==> config.mk <==
export PLATFORM = sky130hd
export DESIGN_NAME = pipe_stage_buf
export DESIGN_NICKNAME = d
export VERILOG_FILES = /design/src/rtl/pipe_stage_buf.sv
export SDC_FILE = /design/constraint.sdc
export NUM_CORES = 1
export LEC_CHECK = 0
export CAP_MARGIN = 20
export CORE_ASPECT_RATIO = 1.2
export CORE_MARGIN = 5
export CORE_UTILIZATION = 35
export DETAILED_ROUTE_END_ITERATION = 16
export PLACE_DENSITY_LB_ADDON = 0.1
export SLEW_MARGIN = 0
export SYNTH_ARGS = -nofsm -noshare
export SYNTH_HDL_FRONTEND = slang
export SYNTH_SLANG_ARGS = --single-unit
==> constraint.sdc <==
create_clock -name clk -period 4.2 [get_ports clk]
set_input_delay 1.26 -clock clk [delete_from_list [all_inputs] [get_ports clk]]
set_output_delay 1.26 -clock clk [all_outputs]
set_load 0.1 [all_outputs]
==> src/rtl/pipe_stage_buf.sv <==
// -----------------------------------------------------------------------------
// pipe_stage_buf
//
// Valid/ready pipeline stage buffer placed between two pipeline stages.
// SKID=0 builds a single-entry pass register whose in_ready is a
// combinational function of out_ready. SKID=1 builds a two-entry skid buffer
// whose in_ready comes straight from a flop, which breaks the ready path
// between the stages. Both modes have a minimum latency of one cycle and
// sustain one transfer per cycle when downstream is always ready.
//
// Parameters
//   WIDTH       payload width in bits (1..1024)
//   SKID        0: single pass register, 1: two-entry skid buffer
//   RESET_DATA  value shown on out_data whenever the buffer is empty
//
// Ports
//   clk        clock, all state updates on the rising edge
//   rst        synchronous active-high reset; dominates everything
//   flush      discard all held entries and any accept in the same cycle
//   in_valid   upstream offers in_data
//   in_ready   buffer accepts in_data this cycle
//   in_data    upstream payload
//   out_valid  out_data holds a valid entry
//   out_ready  downstream consumes out_data this cycle
//   out_data   oldest held payload, RESET_DATA when empty
//   count      number of held entries (0..2)
// -----------------------------------------------------------------------------
module pipe_stage_buf #(
  parameter int unsigned      WIDTH      = 32,
  parameter int unsigned      SKID       = 1,
  parameter logic [WIDTH-1:0] RESET_DATA = '0
) (
  input  logic             clk,
  input  logic             rst,
  input  logic             flush,
  input  logic             in_valid,
  output logic             in_ready,
  input  logic [WIDTH-1:0] in_data,
  output logic             out_valid,
  input  logic             out_ready,
  output logic [WIDTH-1:0] out_data,
  output logic [1:0]       count
);

  logic accept;
  logic pop;

  assign accept = in_valid & in_ready;
  assign pop    = out_valid & out_ready;

  if (SKID == 0) begin : g_pass
    // -------------------------------------------------------------------------
    // Single-entry pass register.
    // -------------------------------------------------------------------------
    logic             valid_q, valid_d;
    logic [WIDTH-1:0] data_q, data_d;

    always_comb begin
      valid_d = valid_q;
      data_d  = data_q;
      if (flush) begin
        // Data is left in place; only the valid bit is dropped.
        valid_d = 1'b0;
      end else if (accept) begin
        // Covers both accept alone and accept with a simultaneous pop.
        valid_d = 1'b1;
        data_d  = in_data;
      end else if (pop) begin
        valid_d = 1'b0;
      end
    end

    always_ff @(posedge clk) begin
      if (rst) begin
        valid_q <= 1'b0;
      end else begin
        valid_q <= valid_d;
      end
    end

    // Payload storage needs no reset: it is masked while empty.
    always_ff @(posedge clk) begin
      data_q <= data_d;
    end

    // Combinational ready: a draining entry frees the slot in the same cycle.
    assign in_ready  = ~valid_q | out_ready;
    assign out_valid = valid_q;
    assign out_data  = valid_q ? data_q : RESET_DATA;
    assign count     = {1'b0, valid_q};

  end else begin : g_skid
    // -------------------------------------------------------------------------
    // Two-entry skid buffer. head_q is always the oldest entry; skid_q only
    // holds data in StFull and is promoted to the head on the next pop.
    // -------------------------------------------------------------------------
    typedef enum logic [1:0] {
      StEmpty = 2'd0,
      StOne   = 2'd1,
      StFull  = 2'd2
    } state_e;

    state_e           state_q, state_d;
    logic             ready_q;
    logic [WIDTH-1:0] head_q, head_d;
    logic [WIDTH-1:0] skid_q, skid_d;

    always_comb begin
      state_d = state_q;
      head_d  = head_q;
      skid_d  = skid_q;
      if (flush) begin
        state_d = StEmpty;
      end else begin
        case (state_q)
          StEmpty: begin
            if (accept) begin
              state_d = StOne;
              head_d  = in_data;
            end
          end
          StOne: begin
            if (accept && pop) begin
              // Head drains while the new payload takes its place.
              head_d = in_data;
            end else if (accept) begin
              state_d = StFull;
              skid_d  = in_data;
            end else if (pop) begin
              state_d = StEmpty;
            end
          end
          StFull: begin
            // in_ready is low here, so only a pop can happen.
            if (pop) begin
              state_d = StOne;
              head_d  = skid_q;
            end
          end
          default: begin
            state_d = StEmpty;
          end
        endcase
      end
    end

    always_ff @(posedge clk) begin
      if (rst) begin
        state_q <= StEmpty;
        ready_q <= 1'b1;
      end else begin
        state_q <= state_d;
        // Registered copy of (next state != StFull): no path from out_ready.
        ready_q <= (state_d != StFull);
      end
    end

    always_ff @(posedge clk) begin
      head_q <= head_d;
      skid_q <= skid_d;
    end

    assign in_ready  = ready_q;
    assign out_valid = (state_q != StEmpty);
    assign out_data  = (state_q != StEmpty) ? head_q : RESET_DATA;

    always_comb begin
      count = 2'd0;
      case (state_q)
        StOne:   count = 2'd1;
        StFull:  count = 2'd2;
        default: count = 2'd0;
      endcase
    end
  end

  // ---------------------------------------------------------------------------
  // Interface invariants.
  // ---------------------------------------------------------------------------
  a_count_range: assert property (@(posedge clk) disable iff (rst)
    (count != 2'd3) && ((SKID != 0) || (count != 2'd2)));

  // An offered but unconsumed entry must stay put until popped.
  a_out_stable: assert property (@(posedge clk) disable iff (rst)
    (out_valid && !out_ready && !flush && !rst) |=> (out_valid && $stable(out_data)));

endmodule

# Yosys cells after proc, flatten, opt, wreduce, memory -nomap -nowiden
# Cells that the tools add are included.
# totals
ff_bits	67
latch_bits	0
ramBits	0
rom_bits	0
in_bits	37
out_inout_bits	36
wordCells	33
mem_count	0
# classes
addsub	0
n_mul	0
div_mod_pow	0
order_cmp	0
eq_ne	6
n_shift	0
n_mux	13
bitwise	4
reduce_logical	6
# ops
cell	count
2-to-1 mux 32 bit	4
one-hot mux 32 bit (3 select lines)	1
2-to-1 mux 2 bit	6
inequality test 2 bit, second input constant	4
one-hot mux 2 bit (3 select lines)	1
AND reduction 5 bit	1
one-hot mux 2 bit (2 select lines)	1
AND reduction 4 bit	1
nonzero test 3 bit	1
AND 1 bit	2
== test 2 x 1 -> 1 bit, second input constant	1
== test 2 bit, second input constant	1
logical NOT 2 bit	1
NOT 1 bit	2
nonzero test 2 bit	1
logical AND 1 bit	1

# Longest topological paths before layout
# logic_depth
word_depth	8
mapped_depth	4
mapped_depth_nobuf	3

# Worst setup path after synthesis
# Ideal clock, no wire load.
# synth_timing
kind	input-to-reg
startpoint	in in_valid
endpoint	reg g_skid.skid_q[0], enable pin
setup_ns	0.461
arrival_ns	3.653
t_required_ns	3.739
path_slack_ns	0.085
path_stages	2
path_buffers	0
path_cell_list	nand3_1 nor3_1
# synth_via
elab_chain_len	4
# synth_rtl
element	line_no	rtl
start, declared	36	input logic in_valid,
AND 1 bit (*)	48	assign accept = in_valid & in_ready;
logical AND 1 bit	123	if (accept && pop) begin
NOT 1 bit (no source line)	--	
AND reduction 4 bit (no source line) (*)	--	
end signal, assigned	160	skid_q <= skid_d;
end, declared	106	logic [WIDTH-1:0] skid_q, skid_d;
# Mark *: on every way between the ends. The rest lies on a longest branch, timed or not.
# A chain may end at the register's enable or synchronous reset.

# Worst setup path after layout
# layout_timing
startpoint	reg g_skid.state_q[1]
endpoint	out out_valid
# layout_via
elab_chain_len	1
# layout_rtl
element	line_no	rtl
start, declared	103	state_e state_q, state_d;
start signal, assigned	149	state_q <= StEmpty;
start signal, assigned	152	state_q <= state_d;
nonzero test 2 bit	164	assign out_valid = (state_q != StEmpty);
end, declared	39	output logic out_valid,
# Every way passes these cells.

==> impl_summary.log <==
INFO  metric initial_antenna_violation_count = 0
INFO  metric firstDrtPassIters = 4
INFO  metric period_minus_slack = 3.288 ns
INFO  metric drive_above_1_share = ~37%
INFO  metric status = finished, final reports clean
INFO  metric synth_flop_cell = sky130_fd_sc_hd__edfxtp_1
INFO  metric drv_slew = 0
INFO  metric gpl.final_weighted_congestion = 0.8057
INFO  metric synth.largest_area_cell = sky130_fd_sc_hd__edfxtp_1
INFO  metric ir_worst_vdd = 0.2456 mV
INFO  metric ys_ff_latch = 67
INFO  metric grt_max_degree = 35
INFO  metric synth-warning-count = 0
INFO  metric drtIter0Drc = 78
INFO  metric synth_edf_count = 64
INFO  metric synth_top_cells_by_count = sky130_fd_sc_hd__edfxtp_1, sky130_fd_sc_hd__mux2_2, sky130_fd_sc_hd__nor2b_1
INFO  metric clock_path_buffers = 2
INFO  metric report.final.setup_viol = 0
INFO  metric critical_path_arrival = 2.03 ns
INFO  metric nets = 275
INFO  metric num_io_pins = 73
INFO  metric io_buffer_count = 72
INFO  metric yosys.cell_types.count = 20
INFO  metric cellPowerDensity = around 400 nW/um^2
INFO  metric post-route-drc-count = 0
INFO  metric ctsHoldBuffers = 0
INFO  metric least_margin_pin_slew = 0.9692 ns
INFO  metric area_growth_from_synthesis_to_layout = 35.19%
INFO  metric critical_path.max_stage_delay = 1.12 ns
INFO  metric hold_path.class = flop to flop
INFO  metric clock-root-buffer = sky130_fd_sc_hd__clkbuf_8
INFO  metric gr-total-overflow = 0
INFO  metric worst_ep_required_time = between 2 and 3 ns
INFO  metric yosysSeqAreaShare = 72.76%
INFO  metric worstSkewPairLatency = approximately 0.33 ns
INFO  metric synth.area.top_cells = sky130_fd_sc_hd__edfxtp_1, sky130_fd_sc_hd__mux2_2, sky130_fd_sc_hd__nor2b_1
INFO  metric route.detailed.wl_per_inst = 15.54 um
INFO  metric path_max_fanout = 6
INFO  metric ctsHtreeMaxLevel = 3
INFO  metric antenna_cells = 0
INFO  metric cts_tree = done
INFO  metric clkTransAtPathRegs = 0.07 ns
INFO  metric die-area = 9654 um^2
INFO  metric cpMaxStageDelayCell = sky130_fd_sc_hd__clkdlybuf4s50_1
INFO  metric post-synth-top-count-cell = sky130_fd_sc_hd__edfxtp_1
INFO  metric synth.net_count = 194
INFO  metric detail_route.vias_per_cell = 4.513
INFO  metric total_power = 1510 uW
INFO  metric initial_utilization = 35.75%
INFO  metric rsz0062_at_grt = no
INFO  metric worstSetupEndpointType = primary output
INFO  metric ctsResizeCount = 0
INFO  metric first_pass_grt_wire_length = 8342 um
INFO  metric leakagePower = around 0.0013 uW
INFO  metric first_global_vias = 1669
INFO  metric timing.critical_path.from_type = flop
INFO  metric post_synth.cell_area_avg = 17.35 um^2
INFO  metric path_class = flop to primary output
INFO  metric cts-buffers-inserted = 9
INFO  metric critical_path.cell_chain = nor2_2 -> inv_1 -> clkdlybuf4s50_1
INFO  metric die_w = 90.53 um
INFO  metric fin_crit_sh = roughly 78%
INFO  metric cts_sink_cnt = 67
INFO  metric maxCapViolations = 0
INFO  metric finalHoldViolCount = 0
INFO  metric gate_count_of_the_mapped_netlist = between 150 and 200
INFO  metric synth_async_reset_ratio = 0%
INFO  metric timing.max_slew.rel_slack = 35.19%
INFO  metric postCtsSetupRepairBufs = 0
INFO  metric gr-usage-all-layers = 11.23%
INFO  metric dp_hpwl = roughly 3300 um
INFO  metric synth_largest_type_area_fraction = 70.56%
INFO  metric timing.setup.tns = 0 ns
INFO  metric vias = ~1.5k
INFO  metric fin_skew = 0.006531 ns
INFO  metric design.core.area = 7620 um^2
INFO  metric fmax = 0.3042 GHz
INFO  metric synth.cell_area = between 2000 and 3000 um^2
INFO  metric ant_nets = 0
INFO  metric dieHeight = between 100 and 150 um
INFO  metric totalWireLength = 5207 um
INFO  metric floorplan.rows = 35
[placed cells by master (no fill, tap or decap), types with 2 or more instances in the layout]
cell and instances:
sky130_fd_sc_hd__dfxtp_1 3, sky130_fd_sc_hd__nand2_1 2, sky130_fd_sc_hd__edfxtp_1 64, sky130_fd_sc_hd__mux2_2 32, sky130_fd_sc_hd__buf_4 39, sky130_fd_sc_hd__clkbuf_1 2
sky130_fd_sc_hd__clkdlybuf4s50_1 38, sky130_fd_sc_hd__clkbuf_8 9, sky130_fd_sc_hd__inv_1 3, sky130_fd_sc_hd__bufinv_16 2, sky130_fd_sc_hd__clkinv_2 2, sky130_fd_sc_hd__and2b_1 4
sky130_fd_sc_hd__nor2b_1 29
[per-layer routing]
layer	up-vias	routed length, um	GRT usage, %
met4	0	72	4.149
li1	745	-	-
met5	-	0	0
met2	44	2490	17.50
met3	5	333	4.912
met1	718	2311	13.79
[metrics by stage]
stage	hold slack, ns	util (%)	worst slack, ns	std cells	cell area [um^2]
finish	0.5452	48.33	0.9123	335	3682
global route	0.5592	48.33	0.8213	335	3682
CTS	0.5497	48.33	0.8810	335	3682
detailed placement	0.5339	45.58	1.095	319	3473
global placement	0.5289	45.58	1.144	319	3473
floorplan	0.5246	-	0.08520	157	2724
[cells by family (layout without fill, tap and decap cells)]
family / count (synthesis) / count (layout) / share of synthesized area, %
flip-flops: 67 / 67 / 72.76
AND/OR/NAND/NOR: 44 / 44 / 9.922
multiplexers: 32 / 32 / 13.23
buffers and inverters: 10 / 96 / 2.480
AO/OA/AOI/OAI: 4 / 4 / 1.608
[registers in the layout, indices dropped and copies added (netlist names)]
name and flops:
g_skid.head_q 32, in_ready 1, g_skid.state_q 2, g_skid.skid_q 32
[worst max-delay path, delay by kind of cell, from the launching register on]
kind,cells,cell delay [ns]
simple gates,1,0.08
buf+inv,2,1.18
flops,1,0.44
[worst paths after layout]
kind                                startpoint                     endpoint  slack, ns  cells after the start
setup / recovery  g_skid.state_q[1]$_SDFF_PP0_                    out_valid       0.91                      3
hold / removal     g_skid.skid_q[11]$_DFFE_PP_  g_skid.head_q[11]$_DFFE_PP_       0.55                      1
setup reg to reg  g_skid.state_q[0]$_SDFF_PP0_  g_skid.head_q[18]$_DFFE_PP_       2.54                      3
hold reg to reg    g_skid.skid_q[11]$_DFFE_PP_  g_skid.head_q[11]$_DFFE_PP_       0.55                      1
[cell type report]
cell class | count | area (um^2)
Clock buffer | 11 | 131.4
Fill cell | 707 | 3938
Multi-Input combinational cell | 80 | 691.9
Timing Repair Buffer | 77 | 673.1
Tap cell | 92 | 115.1
Sequential cell | 67 | 1982
Inverter | 3 | 11.26
Clock inverter | 5 | 77.57
[where the power goes]
group / leakage [uW] / switching (uW) / internal (uW) / total (uW)
Clock: 0.000103 / 234 / 333 / 567
Combinational: 0.000620 / 122 / 65.7 / 187
Sequential: 0.000612 / 3.62 / 752 / 755
Total: 0.00134 / 359 / 1150 / 1510
(Power assumes the default switching activity.)
